===== config.mk =====
export PLATFORM = sky130hd
export DESIGN_NAME = grey_statis_ctrl
export DESIGN_NICKNAME = d
export VERILOG_FILES = /design/src/rtl/grey_statis_ctrl_pkg.sv /design/src/rtl/grey_statis_ctrl_roi_window_gate.sv /design/src/rtl/grey_statis_ctrl.sv
export SDC_FILE = /design/constraint.sdc
export NUM_CORES = 1
export LEC_CHECK = 0
export CAP_MARGIN = 20
export CELL_PAD_IN_SITES_DETAIL_PLACEMENT = 1
export CELL_PAD_IN_SITES_GLOBAL_PLACEMENT = 2
export CORE_MARGIN = 2
export CORE_UTILIZATION = 35
export CTS_CLUSTER_SIZE = 30
export DETAILED_ROUTE_END_ITERATION = 8
export PLACE_DENSITY_LB_ADDON = 0.05
export SLEW_MARGIN = 15
export SYNTH_ARGS = -nofsm -noshare
export SYNTH_HDL_FRONTEND = slang
export SYNTH_SLANG_ARGS = --single-unit

===== constraint.sdc =====
create_clock -name clk -period 8.6 [get_ports clk]
set_input_delay 2.15 -clock clk [delete_from_list [all_inputs] [get_ports clk]]
set_output_delay 2.15 -clock clk [all_outputs]
set_load 0.02 [all_outputs]

===== src/rtl/grey_statis_ctrl_pkg.sv =====
// Shared definitions for the grey statistics front end: register width and FSM state codes.
// The state codes are also decoded by the register bank, so their values are fixed.
package grey_statis_ctrl_pkg;

    localparam int unsigned GS_REG_WD = 32;
    localparam int unsigned STATE_W   = 2;

    localparam logic [STATE_W-1:0] ST_IDLE       = 2'd0;
    localparam logic [STATE_W-1:0] ST_WAIT_FRAME = 2'd1;
    localparam logic [STATE_W-1:0] ST_ACTIVE     = 2'd2;
    localparam logic [STATE_W-1:0] ST_DONE       = 2'd3;

endpackage


===== src/rtl/grey_statis_ctrl_roi_window_gate.sv =====
// ROI window gate: column/line counters, window compares and the registered lval/data stage.
// Ports:
//   clk, reset                  clock, synchronous active-high reset
//   i_roi_load                  accepted frame start: latch ROI shadows, clear line counter
//   iv_off_x/width/off_y/height ROI configuration (raw register values)
//   i_active                    frame is being processed
//   i_lval, iv_pix_data         line valid and pixel data from the sensor path
//   o_lval, ov_pix_data         ROI-gated line valid and data, one clock later
module roi_window_gate
    import grey_statis_ctrl_pkg::*;
#(
    parameter int unsigned DAT_W  = 40,
    parameter int unsigned REG_WD = GS_REG_WD
) (
    input  logic              clk,
    input  logic              reset,
    input  logic              i_roi_load,
    input  logic [REG_WD-1:0] iv_off_x,
    input  logic [REG_WD-1:0] iv_width,
    input  logic [REG_WD-1:0] iv_off_y,
    input  logic [REG_WD-1:0] iv_height,
    input  logic              i_active,
    input  logic              i_lval,
    input  logic [DAT_W-1:0]  iv_pix_data,
    output logic              o_lval,
    output logic [DAT_W-1:0]  ov_pix_data
);

    logic [REG_WD-1:0] col_cnt_q,  col_cnt_d;
    logic [REG_WD-1:0] line_cnt_q, line_cnt_d;
    logic [REG_WD-1:0] off_x_q,  off_x_d;
    logic [REG_WD-1:0] width_q,  width_d;
    logic [REG_WD-1:0] off_y_q,  off_y_d;
    logic [REG_WD-1:0] height_q, height_d;
    logic              lval_dly_q, lval_dly_d;
    logic              lval_q,   lval_d;
    logic [DAT_W-1:0]  pix_q,    pix_d;

    logic [REG_WD:0]   col_end;
    logic [REG_WD:0]   line_end;
    logic              col_hit;
    logic              line_hit;
    logic              hit;

    // Counters, shadows and window compare; ends are one bit wider so off+size never wraps.
    always_comb begin
        col_cnt_d  = '0;
        line_cnt_d = line_cnt_q;
        off_x_d    = off_x_q;
        width_d    = width_q;
        off_y_d    = off_y_q;
        height_d   = height_q;
        lval_dly_d = i_lval;

        if (i_lval) begin
            col_cnt_d = (col_cnt_q == '1) ? col_cnt_q : col_cnt_q + REG_WD'(1);
        end

        if (i_roi_load) begin
            line_cnt_d = '0;
            off_x_d    = iv_off_x;
            width_d    = iv_width;
            off_y_d    = iv_off_y;
            height_d   = iv_height;
        end else if (lval_dly_q && !i_lval && (line_cnt_q != '1)) begin
            line_cnt_d = line_cnt_q + REG_WD'(1);
        end

        col_end  = {1'b0, off_x_q} + {1'b0, width_q};
        line_end = {1'b0, off_y_q} + {1'b0, height_q};
        col_hit  = ({1'b0, col_cnt_q} >= {1'b0, off_x_q}) && ({1'b0, col_cnt_q} < col_end);
        line_hit = ({1'b0, line_cnt_q} >= {1'b0, off_y_q}) && ({1'b0, line_cnt_q} < line_end);
        hit      = i_lval && i_active && col_hit && line_hit;

        lval_d = hit;
        pix_d  = hit ? iv_pix_data : '0;
    end

    always_ff @(posedge clk) begin
        if (reset) begin
            col_cnt_q  <= '0;
            line_cnt_q <= '0;
            off_x_q    <= '0;
            width_q    <= '0;
            off_y_q    <= '0;
            height_q   <= '0;
            lval_dly_q <= 1'b0;
            lval_q     <= 1'b0;
            pix_q      <= '0;
        end else begin
            col_cnt_q  <= col_cnt_d;
            line_cnt_q <= line_cnt_d;
            off_x_q    <= off_x_d;
            width_q    <= width_d;
            off_y_q    <= off_y_d;
            height_q   <= height_d;
            lval_dly_q <= lval_dly_d;
            lval_q     <= lval_d;
            pix_q      <= pix_d;
        end
    end

    assign o_lval      = lval_q;
    assign ov_pix_data = pix_q;

endmodule


===== src/rtl/grey_statis_ctrl.sv =====
// Frame sequencer and ROI gate in front of the grey statistics accumulator.
// Ports:
//   clk, reset              pixel clock, synchronous active-high reset
//   i_stat_en               statistics enable
//   iv_roi_*                ROI config, latched at each accepted frame start
//   i_fval, i_lval, iv_pix_data   sensor frame/line valid and pixel group
//   o_fval                  frame valid of accepted frames (rise clears the accumulator)
//   o_lval, ov_pix_data     ROI-gated line valid and data
//   o_stat_done             one-clock pulse after an accepted frame ends
//   o_busy                  accepted frame in progress
//   ov_frame_cnt            completed statistic frames
module grey_statis_ctrl
    import grey_statis_ctrl_pkg::*;
#(
    parameter int unsigned SENSOR_DAT_WIDTH = 10,
    parameter int unsigned CHANNEL_NUM      = 4,
    parameter int unsigned REG_WD           = GS_REG_WD
) (
    input  logic                                  clk,
    input  logic                                  reset,
    input  logic                                  i_stat_en,
    input  logic [REG_WD-1:0]                     iv_roi_offset_x,
    input  logic [REG_WD-1:0]                     iv_roi_width,
    input  logic [REG_WD-1:0]                     iv_roi_offset_y,
    input  logic [REG_WD-1:0]                     iv_roi_height,
    input  logic                                  i_fval,
    input  logic                                  i_lval,
    input  logic [SENSOR_DAT_WIDTH*CHANNEL_NUM-1:0] iv_pix_data,
    output logic                                  o_fval,
    output logic                                  o_lval,
    output logic [SENSOR_DAT_WIDTH*CHANNEL_NUM-1:0] ov_pix_data,
    output logic                                  o_stat_done,
    output logic                                  o_busy,
    output logic [REG_WD-1:0]                     ov_frame_cnt
);

    localparam int unsigned DAT_W = SENSOR_DAT_WIDTH * CHANNEL_NUM;

    logic [STATE_W-1:0] state_q, state_d;
    logic               fval_dly_q, fval_dly_d;
    logic               fval_q, fval_d;
    logic               done_q, done_d;
    logic               busy_q, busy_d;
    logic [REG_WD-1:0]  frame_cnt_q, frame_cnt_d;
    logic               roi_load;
    logic               active;

    // Next state and registered frame-level outputs; only a true fval rise starts a frame.
    always_comb begin
        state_d     = state_q;
        fval_dly_d  = i_fval;
        roi_load    = (state_q == ST_WAIT_FRAME) && i_stat_en && i_fval && !fval_dly_q;
        active      = (state_q == ST_ACTIVE);

        case (state_q)
            ST_IDLE:       if (i_stat_en) state_d = ST_WAIT_FRAME;
            ST_WAIT_FRAME: begin
                if (!i_stat_en)    state_d = ST_IDLE;
                else if (roi_load) state_d = ST_ACTIVE;
            end
            ST_ACTIVE:     if (!i_fval) state_d = ST_DONE;
            ST_DONE:       state_d = i_stat_en ? ST_WAIT_FRAME : ST_IDLE;
            default:       state_d = ST_IDLE;
        endcase

        fval_d      = i_fval && (roi_load || active);
        done_d      = active && !i_fval;
        busy_d      = (state_d == ST_ACTIVE);
        // Count is bumped together with the done pulse so the accumulator sees both at once.
        frame_cnt_d = done_d ? frame_cnt_q + REG_WD'(1) : frame_cnt_q;
    end

    always_ff @(posedge clk) begin
        if (reset) begin
            state_q     <= ST_IDLE;
            fval_dly_q  <= 1'b0;
            fval_q      <= 1'b0;
            done_q      <= 1'b0;
            busy_q      <= 1'b0;
            frame_cnt_q <= '0;
        end else begin
            state_q     <= state_d;
            fval_dly_q  <= fval_dly_d;
            fval_q      <= fval_d;
            done_q      <= done_d;
            busy_q      <= busy_d;
            frame_cnt_q <= frame_cnt_d;
        end
    end

    roi_window_gate #(
        .DAT_W  (DAT_W),
        .REG_WD (REG_WD)
    ) u_roi_window_gate (
        .clk         (clk),
        .reset       (reset),
        .i_roi_load  (roi_load),
        .iv_off_x    (iv_roi_offset_x),
        .iv_width    (iv_roi_width),
        .iv_off_y    (iv_roi_offset_y),
        .iv_height   (iv_roi_height),
        .i_active    (active),
        .i_lval      (i_lval),
        .iv_pix_data (iv_pix_data),
        .o_lval      (o_lval),
        .ov_pix_data (ov_pix_data)
    );

    assign o_fval       = fval_q;
    assign o_stat_done  = done_q;
    assign o_busy       = busy_q;
    assign ov_frame_cnt = frame_cnt_q;

endmodule


==> impl_metrics.csv, run 1 <==
group,metric,value,unit
sta,setup_tns,0,ns
routing,wl,47700,um
finish,nets,2578,
clock_tree,insertion_delay,0.54,ns
setup_path,crit_fanout,41,
clock_tree,hold_buffers,0,
grt,grt_overflow_total,0,
grt,grt_pass1_wl,77700,um
power,leakagePower,8.17,nW
setup_path,path_buf_inv,1,
clock_tree,cts-root-buf,"clkbuf_16",
logic_synthesis,synth_enable_flop_cells,0,
logic_synthesis,ys_types,63,
routing,drc,0,
sta,max_freq,173,MHz
sta,max_slew_margin,30.1,%
floorplan,rows,78,
setup_path,start_kind,"flop",
grt,antenna_found_initial,1,
routing,antenna_left,0,
clock_tree,h-tree-depth,2,
hold_path,hp-class,"flop to flop",
grt,grt_max_degree,90,
routing,vias,14500,
placed_design,dpl.cell_count,2772,
sta,worstMarginPinSlew,1.02,ns
logic_synthesis,ys_async_sr_fraction,0,%
setup_path,r2r-start,"u_roi_window_gate.off_x_q[0]",
clock_tree,cts_setup_buffers,0,
logic_synthesis,syn_nets,2358,
logic_synthesis,synth.area.top_cells,"dfxtp_1, ha_1, nand2_1",
hold_path,whs_path_depth,2,
setup_path,ff2ff_setup_slack,2.82,ns
finish,post-route-cell-area,20500,sq um
setup_path,crit_path_end_kind,"flop",
setup_path,cp_slowest_cell,"a2111oi_0",
logic_synthesis,synth.ff_latch_count,272,
logic_synthesis,synth.most_common_cell,"nand2_1",
job,drv_cap,0,
power,p_total,3.13,mW
logic_synthesis,synth_area_leader_cell,"dfxtp_1",
setup_path,cp.required,9.06,ns
floorplan,core_area,45600,sq um
grt,grt_pass1_vias,15000,
clock_tree,max-clock-path-buffers,3,
logic_synthesis,synth-seq-area-share,33.5,%
sta,whs,0.459,ns
logic_synthesis,netlist_instances,1990,
routing,drt_iter0_drc,396,
floorplan,ios,249,
sta,setup_viol,0,
logic_synthesis,synth.top_cell.area_share,33.5,%
floorplan,die_width,219,um
floorplan,initial_utilization,35.6,%
routing,via_per_inst,5.11,
finish,fin_cells,2834,
clock_tree,clk_pin_slew_worst_paths,0.06,ns
finish,antennaDiodeCount,0,
setup_path,cp_cell_sequence,"ha_1, fa_1, a211oi_1, nor3_1, a211oi_1, a211oi_1, a21oi_2, xnor2_1, ha_1, a21o_1, a211oi_1, o21ai_0, a41oi_1, o21ai_0, a2111oi_0, o31ai_4, buf_4, a211oi_2",
placed_design,gp_congestion,0.837,
finish,nFillCells,5362,
sta,finalHoldViolCount,0,
finish,syn_to_final_growth,26.3,%
power,vdd_ir_drop_max,144,uV
setup_path,rr_worst_depth,18,
hold_path,min_from,"u_roi_window_gate.height_q[12]",
run_status,status,"finished, final reports clean",
clock_tree,cts_tree,"yes",
placed_design,port_buffers,248,
setup_path,cp_top_family,"compound AO/OA/AOI/OAI gates",
setup_path,arrival,6.24,ns
clock_tree,ctsResizeCount,0,
floorplan,dieArea,48100,sq um
setup_path,worstSetupPathType,"flop to flop",
setup_path,reg2reg_to,"u_roi_window_gate.ov_pix_data[32]",
setup_path,critPathMaxStageDelay,0.94,ns
placed_design,place_hpwl,35700,um
hold_path,hold_end,"u_roi_window_gate.height_q[12]",
routing,firstDrtPassIters,4,
sta,fin_crit_sh,67.2,%
setup_path,crit_path_frequent_cell,"a211oi_1",
finish,drive_gt1_share,5.64,%
sta,skew,0.0208,ns
floorplan,die_h,219,um
logic_synthesis,netlist_top_cells_count,"nand2_1, dfxtp_1, a21oi_1",
placed_design,dpl-instance-area,19300,sq um
logic_synthesis,synthFlopType,"dfxtp_1",
power,power.density,153,nW/um^2
logic_synthesis,synth_warnings,0,
clock_tree,numCtsBuffers,35,
clock_tree,clkSinkCount,272,
routing,routedWlPerCell,16.8,um
logic_synthesis,avgSynthCellArea,8.16,sq um
sta,slew_viol_final,0,
logic_synthesis,synth_area,16200,sq um
grt,grt.total_usage,19.9,%
sta,layout_min_cycle_time,5.78,ns
sta,rsz0062_at_grt,"no",
## area by class of cell
type                    count  area [sq um]  share of cell area [%]
repair buffers            257          2560                    12.5
clock inverters            13           193                   0.939
clock buffers              48          1050                    5.10
inverters                 129           484                    2.36
well taps                 600           751                    3.66
multi-input cells        1515         10000                    48.9
flip-flops and latches    272          5450                    26.5
## metal layers
layer | up-vias | global-route usage [%] | wire [um]
met5 | - | 0 | 0
met4 | 0 | 5.20 | 942
met3 | 57 | 2.73 | 1550
met2 | 189 | 33.9 | 22200
met1 | 6889 | 26.3 | 23000
li1 | 7340 | - | -
## state kept, by name, indices dropped and copies added, names as in the netlist
signal and cells:
fval_dly_q 1, o_busy 1, o_fval 1, o_stat_done 1, ov_frame_cnt 32, state_q 2
u_roi_window_gate.col_cnt_q 32, u_roi_window_gate.height_q 32, u_roi_window_gate.line_cnt_q 32, u_roi_window_gate.lval_dly_q 1, u_roi_window_gate.o_lval 1, u_roi_window_gate.off_x_q 32
u_roi_window_gate.off_y_q 32, u_roi_window_gate.ov_pix_data 40, u_roi_window_gate.width_q 32
## cell families (layout without fill, tap and decap cells)
logic type,count (synthesis),after routing,synth area share [%]
AO/OA/AOI/OAI,476,476,19.3
XOR/XNOR,138,138,7.45
adder cells (fa/ha/maj),195,195,15.1
buffers and inverters,203,447,4.93
flip-flops,272,272,33.5
multiplexers,4,4,0.254
AND/OR/NAND/NOR,702,702,19.4
## layout by cell type (no fill, tap or decap), drive strengths merged, types with 4 or more instances in the layout
| cell | count |
|---|---|
| o21ai | 56 |
| nand4 | 45 |
| nor2b | 16 |
| o2111ai | 4 |
| bufinv | 4 |
| nand3 | 53 |
| nor2 | 141 |
| or2 | 4 |
| a21oi | 223 |
| a31oi | 4 |
| nor3b | 4 |
| o21a | 10 |
| nor4 | 8 |
| and4 | 11 |
| a2111oi | 5 |
| o31ai | 10 |
| and3 | 17 |
| inv | 130 |
| clkdlybuf4s50 | 247 |
| nand2b | 23 |
| dfxtp | 272 |
| nor3 | 20 |
| a221oi | 4 |
| xnor2 | 54 |
| or3 | 11 |
| nand2 | 335 |
| buf | 10 |
| ha | 193 |
| clkbuf | 48 |
| o21bai | 10 |
| clkinv | 6 |
| and2 | 7 |
| a21o | 68 |
| a211oi | 55 |
| xor2 | 84 |
## power breakdown
group          leakage [nW]  internal [mW]  total [mW]  switching [mW]
Combinational          5.37          0.124       0.271           0.147
Clock                 0.606          0.973        1.58           0.602
Sequential             2.19           1.27        1.28          0.0105
## how the worst max path moves through the flow
stage / startpoint / to / slack, ns / cells past startpoint
after CTS: u_roi_window_gate.off_x_q[0] / u_roi_window_gate.ov_pix_data[12] / 2.83 / 18
after detailed placement: u_roi_window_gate.off_x_q[0] / u_roi_window_gate.ov_pix_data[12] / 2.87 / 18
after global routing: u_roi_window_gate.off_x_q[0] / u_roi_window_gate.ov_pix_data[32] / 2.42 / 18
final: u_roi_window_gate.off_x_q[0] / u_roi_window_gate.ov_pix_data[32] / 2.82 / 18
after global placement: u_roi_window_gate.off_x_q[0] / u_roi_window_gate.ov_pix_data[39] / 3.09 / 18
after floorplan: u_roi_window_gate.height_q[0] / u_roi_window_gate.ov_pix_data[0] / 3.73 / 21
## stage by stage
step                setup slack [ns]  util, %
finish                          2.82     45.0
global route                    2.42     45.0
CTS                             2.83     45.0
detailed placement              2.87     42.2
global placement                3.09     42.2
floorplan                       3.73        -
## worst register-to-register path, stage by stage (launching register included)
cell       delay [ns]
dfxtp_1          0.32
ha_1             0.24
fa_1             0.44
a211oi_1         0.38
nor3_1           0.11
a211oi_1         0.45
a211oi_1         0.27
a21oi_2          0.34
xnor2_1          0.18
ha_1             0.28
a21o_1           0.19
a211oi_1         0.25
o21ai_0          0.12
a41oi_1          0.18
o21ai_0          0.19
a2111oi_0        0.94
o31ai_4          0.15
buf_4            0.35
a211oi_2         0.32
No activity file was read; power rests on OpenSTA's default activity.
==> inputs of run 2 (changes only) <==
CORE_UTILIZATION = 29   (was 35)
clock period = 5.02 ns   (was 8.6 ns; I/O delays follow)
==> run 2 against run 1 <==
Compared with the run above: maximum frequency up 21%; power up 74%; via count is 1.1% higher; hold slack improved by 0.0027 ns; non-clock buffer count up 33; global-route usage shrank 2.5 points; critical path depth rose by 2; critical path type unchanged; critical endpoint is now u_roi_window_gate.ov_pix_data[6]; largest cell class unchanged; highest routed layer is now met5.
==> impl_metrics.csv, run 2 (synthesis results as in run 1) <==
group,metric,value,unit
routing,wl,49800,um
setup_path,cp_cell_sequence,"ha_2, inv_1, fa_2, and2b_1, o2111ai_2, a31oi_2, a31o_2, a311o_2, a31oi_4, o31a_1, o21ai_1, xnor2_1, ha_1, a21o_1, a221oi_2, nand4_1, a41oi_2, a2111oi_4, bufbuf_16, a211oi_2",
routing,antenna_left,0,
floorplan,core_area,55200,sq um
sta,worstMarginPinSlew,0.992,ns
clock_tree,clk_pin_slew_worst_paths,0.05,ns
grt,grt_max_degree,85,
setup_path,crit_path_end_kind,"flop",
routing,drt_iter0_drc,441,
run_status,status,"finished, final reports clean",
hold_path,hp-class,"flop to flop",
grt,grt.total_usage,17.4,%
finish,layout_commonest_cell,"nand2_1",
grt,grt_pass1_wl,81700,um
finish,largest_reg_flops,40,
setup_path,cp.required,5.47,ns
sta,max_slew_margin,33.6,%
routing,vias,14600,
power,power.density,258,nW/um^2
floorplan,die_width,241,um
clock_tree,cts_tree,"yes",
floorplan,ios,249,
routing,firstDrtPassIters,5,
sta,slew_viol_final,0,
sta,rsz0062_at_grt,"yes",
finish,nets,2614,
setup_path,path_buf_inv,2,
routing,via_per_inst,4.84,
setup_path,cp_slowest_cell,"a311o_2",
power,p_total,5.46,mW
job,drv_cap,0,
power,leakagePower,8.41,nW
clock_tree,insertion_delay,0.55,ns
routing,drc,0,
sta,finalHoldViolCount,0,
clock_tree,cts-root-buf,"clkbuf_16",
finish,utilization,38.4,%
finish,post-route-cell-area,21200,sq um
finish,mostFrequentLayoutCells,"nand2_1, dfxtp_1, clkdlybuf4s50_1, a21oi_1, ha_1",
clock_tree,hold_buffers,0,
finish,syn_to_final_growth,30.5,%
clock_tree,clkSinkCount,272,
placed_design,dpl-instance-area,19700,sq um
floorplan,initial_utilization,29.4,%
floorplan,dieArea,57900,sq um
finish,drive_gt1_share,7.96,%
setup_path,start_kind,"flop",
placed_design,gp_congestion,0.831,
placed_design,port_buffers,248,
setup_path,worstSetupPathType,"flop to flop",
grt,antenna_found_initial,2,
sta,layout_min_cycle_time,4.78,ns
setup_path,critPathMaxStageDelay,0.42,ns
sta,skew,0.0155,ns
setup_path,ff2ff_setup_slack,0.24,ns
clock_tree,h-tree-depth,2,
routing,routedWlPerCell,16.5,um
setup_path,crit_fanout,21,
clock_tree,numCtsBuffers,38,
placed_design,place_hpwl,37600,um
finish,nFillCells,6527,
sta,max_freq,209,MHz
floorplan,rows,86,
sta,setup_viol,0,
grt,grt_pass1_vias,15400,
floorplan,die_h,241,um
power,vdd_ir_drop_max,171,uV
setup_path,cp_top_family,"compound AO/OA/AOI/OAI gates",
grt,grt_overflow_total,0,
clock_tree,max-clock-path-buffers,3,
finish,antennaDiodeCount,0,
finish,regArea,5450,sq um
sta,fin_crit_sh,95.3,%
finish,multi_input_area,10200,sq um
setup_path,arrival,5.24,ns
-- run 2: cell type report --
type                       instances  share of cell area (%)
multi-input combinational       1515                    48.0
sequential                       272                    25.7
timing repair buffer             290                    13.6
clock buffer                      55                    5.42
tap                              748                    4.42
inverter                         129                    2.29
clock inverter                    12                   0.561
-- run 2: through the flow --
step | TNS [ns] | worst slack (ns) | cells | hold slack [ns]
CTS | 0 | 0.0140 | 3014 | 0.466
detailed placement | -6.22 | -0.173 | 2945 | 0.456
global route | -0.283 | -0.0480 | 3021 | 0.482
global placement | -4.43 | -0.129 | 2945 | 0.451
finish | 0 | 0.236 | 3021 | 0.461
floorplan | 0 | 0.150 | 1990 | 0.441
-- run 2: worst register-to-register path: stages, from the launching register on --
cell	delay, ns
dfxtp_2	0.33
ha_2	0.19
inv_1	0.07
fa_2	0.20
and2b_1	0.20
o2111ai_2	0.25
a31oi_2	0.15
a31o_2	0.29
a311o_2	0.42
a31oi_4	0.27
o31a_1	0.30
o21ai_1	0.11
xnor2_1	0.17
ha_1	0.27
a21o_1	0.20
a221oi_2	0.21
nand4_1	0.13
a41oi_2	0.28
a2111oi_4	0.08
bufbuf_16	0.32
a211oi_2	0.26
-- run 2: where the power goes --
part           total (mW)  switching, mW  leakage, nW  internal [mW]
sequential           2.20         0.0181         2.20           2.18
clock                2.73           1.04        0.624           1.69
combinational       0.530          0.268         5.60          0.261
total                5.46           1.33         8.41           4.13
-- run 2: metal layers --
metal / global-route usage [%] / up-vias / wire [um]
met2: 29.1 / 205 / 22800
met5: 0 / - / 27
li1: - / 7413 / -
met1: 23.3 / 6953 / 24200
met3: 2.86 / 61 / 1860
met4: 4.63 / 4 / 1040
-- run 2: repair_timing --
item                                    in CTS  in global routing
endpoints found under the setup margin      41                 41
gates cloned                                 2                  0
hold endpoints to repair                     0                  0
pin swaps                                    3                 22
setup buffers                                0                  6
gates resized for setup                     12                 23
-- run 2: final timing paths --
| kind | start | end | cells past startpoint |
|---|---|---|---|
| max | u_roi_window_gate.off_y_q[0] | u_roi_window_gate.ov_pix_data[6] | 20 |
| max reg2reg | u_roi_window_gate.off_y_q[0] | u_roi_window_gate.ov_pix_data[6] | 20 |
| min | u_roi_window_gate.width_q[0] | u_roi_window_gate.width_q[0] | 2 |
| min reg2reg | u_roi_window_gate.width_q[0] | u_roi_window_gate.width_q[0] | 2 |
==> inputs of run 3 (changes only) <==
PLACE_DENSITY_LB_ADDON = 0.1   (was 0.05)
==> run 3 against run 2 <==
Compared with the run above: sequential share of layout area rose by 0.16 points; critical endpoint is now u_roi_window_gate.ov_pix_data[39]; final area fell by 0.64%; count of clock-buffer cells in the layout fell by 3; sequential power barely moved; utilization fell by 0.24 points; highest routed layer unchanged; critical path depth did not move; hold slack barely moved.
==> impl_metrics.csv, run 3 (synthesis results as in run 1) <==
group,metric,value,unit
run_status,status,"finished, final reports clean",
sta,layout_min_cycle_time,4.79,ns
floorplan,ios,249,
routing,drc,0,
clock_tree,numCtsBuffers,36,
clock_tree,max-clock-path-buffers,3,
finish,syn_to_final_growth,29.7,%
power,pwr-share-clk,49.2,%
setup_path,cp.required,5.48,ns
grt,grt_pass1_wl,79400,um
floorplan,rows,86,
finish,regArea,5450,sq um
routing,via_per_inst,4.83,
finish,mostFrequentLayoutCells,"nand2_1, dfxtp_1, clkdlybuf4s50_1, a21oi_1, ha_1",
placed_design,pre_cts_slack,-0.235,ns
power,p_total,5.36,mW
grt,grt_max_degree,132,
finish,nFillCells,6541,
setup_path,critPathMaxStageDelay,0.43,ns
setup_path,crit_path_frequent_cell,"ha_1",
routing,routedWlPerCell,16.4,um
power,seqPwrFrac,41.0,%
clock_tree,cts-root-buf,"clkbuf_16",
sta,finalHoldViolCount,0,
setup_path,rr_worst_depth,20,
power,switchingPower,1.30,mW
grt,grt_overflow_total,0,
setup_path,cp.depth,20,
sta,worst_slack,0.230,ns
setup_path,arrival,5.25,ns
placed_design,gp_congestion,0.817,
finish,antennaDiodeCount,0,
power,p_sw_share,24.3,%
setup_path,worstSetupPathType,"flop to flop",
power,p_int,4.06,mW
sta,worstMarginPinSlew,0.989,ns
floorplan,initial_utilization,29.4,%
finish,drive_gt1_share,7.16,%
routing,wl,49400,um
grt,grt.total_usage,16.9,%
floorplan,die_width,241,um
power,power.density,255,nW/um^2
finish,layout_commonest_cell,"nand2_1",
placed_design,place_hpwl,37000,um
hold_path,whs_path_depth,2,
setup_path,cp_cell_sequence,"ha_1, inv_1, fa_1, and2b_1, o2111ai_2, a31oi_2, a31o_2, a311o_2, a31oi_4, o31a_1, o21ai_1, xnor2_1, ha_1, a21o_1, a221oi_1, nand4_1, a41oi_2, a2111oi_4, bufbuf_16, a211oi_1",
routing,drt_iter0_drc,385,
grt,antenna_found_initial,1,
clock_tree,clkSinkCount,272,
power,vdd_ir_drop_max,182,uV
finish,multi_input_area,10100,sq um
floorplan,core_area,55200,sq um
setup_path,start_kind,"flop",
setup_path,cp_top_family,"compound AO/OA/AOI/OAI gates",
routing,antenna_left,0,
setup_path,cp_slowest_cell,"a311o_2",
sta,max_freq,209,MHz
routing,firstDrtPassIters,4,
placed_design,port_buffers,248,
sta,setup_viol,0,
clock_tree,cts_tree,"yes",
setup_path,crit_fanout,21,
clock_tree,clk_pin_slew_worst_paths,0.06,ns
sta,fin_crit_sh,95.4,%
clock_tree,hold_buffers,0,
routing,vias,14500,
grt,grt_pass1_vias,15300,
job,drv_cap,0,
finish,nets,2606,
setup_path,path_buf_inv,2,
clock_tree,h-tree-depth,2,
sta,slew_viol_final,0,
clock_tree,insertion_delay,0.55,ns
hold_path,hp-class,"flop to flop",
sta,max_slew_margin,33.8,%
power,leakagePower,8.35,nW
floorplan,die_h,241,um
finish,largest_reg_flops,40,
sta,skew,0.0164,ns
power,pwr-share-comb,9.7,%
floorplan,dieArea,57900,sq um
setup_path,crit_path_end_kind,"flop",
==> run 3: changes by cell type in the layout (fill, tap and decap cells not counted), sizes merged <==
cell,delta
buf,-7
bufbuf,+1
bufinv,+1
clkbuf,-3
clkinv,-5
inv,+2
==> run 3: worst register-to-register path, stage by stage, from the launching register on <==
cell       delay [ns]
dfxtp_1          0.33
ha_1             0.22
inv_1            0.08
fa_1             0.19
and2b_1          0.21
o2111ai_2        0.22
a31oi_2          0.14
a31o_2           0.30
a311o_2          0.43
a31oi_4          0.25
o31a_1           0.29
o21ai_1          0.13
xnor2_1          0.14
ha_1             0.29
a21o_1           0.19
a221oi_1         0.25
nand4_1          0.14
a41oi_2          0.27
a2111oi_4        0.06
bufbuf_16        0.32
a211oi_1         0.26
==> run 3: worst paths after layout <==
| check | from | to | slack (ns) |
|---|---|---|---|
| min | u_roi_window_gate.height_q[29] | u_roi_window_gate.height_q[29] | 0.46 |
| max reg2reg | u_roi_window_gate.off_y_q[0] | u_roi_window_gate.ov_pix_data[39] | 0.23 |
| min reg2reg | u_roi_window_gate.height_q[29] | u_roi_window_gate.height_q[29] | 0.46 |
| max | u_roi_window_gate.off_y_q[0] | u_roi_window_gate.ov_pix_data[39] | 0.23 |
==> run 3: metrics by stage <==
| step | setup TNS [ns] | area (sq um) | hold slack, ns | instances | util (%) |
|---|---|---|---|---|---|
| 6_report | 0 | 21000 | 0.461 | 3010 | 38.1 |
| 4_1_cts | -0.00129 | 20900 | 0.463 | 3004 | 37.9 |
| 5_1_grt | -0.434 | 21000 | 0.483 | 3010 | 38.1 |
| 3_5_place_dp | -6.83 | 19600 | 0.454 | 2941 | 35.6 |
| 2_1_floorplan | 0 | 16200 | 0.441 | 1990 | - |
| 3_3_place_gp | -4.99 | 19600 | 0.451 | 2941 | 35.6 |
==> run 3: cell type report <==
type / count / area share (%)
multi-input cells: 1515 / 48.2
flip-flops and latches: 272 / 25.9
repair buffers: 284 / 13.5
clock buffers: 52 / 5.05
well taps: 748 / 4.45
inverters: 129 / 2.30
clock inverters: 10 / 0.654
==> run 3: what timing repair did <==
action | 4_1_cts | 5_1_grt
setup buffers | 0 | 5
gates cloned | 1 | 1
endpoints found under the hold margin | 0 | 0
pin swaps | 0 | 8
gates resized for setup | 7 | 18
setup endpoints to repair | 41 | 41
==> run 3: power by group through the flow <==
stage | clock network (mW) | logic, mW | registers [mW]
final | 2.64 | 0.522 | 2.20
after global routing | 2.82 | 0.578 | 2.20
after floorplan | 0 | 0.238 | 2.24
after CTS | 2.76 | 0.495 | 2.20
after global placement | 0 | 0.481 | 2.25
after detailed placement | 0 | 0.486 | 2.25
==> run 3: layer usage <==
metal  vias up  global-route usage (%)  wire, um
met1      6861                    22.4     24000
met3        60                    2.61      1780
met4         2                    5.01      1110
li1       7405                       -         -
met5         -                       0        13
met2       196                    28.3     22600
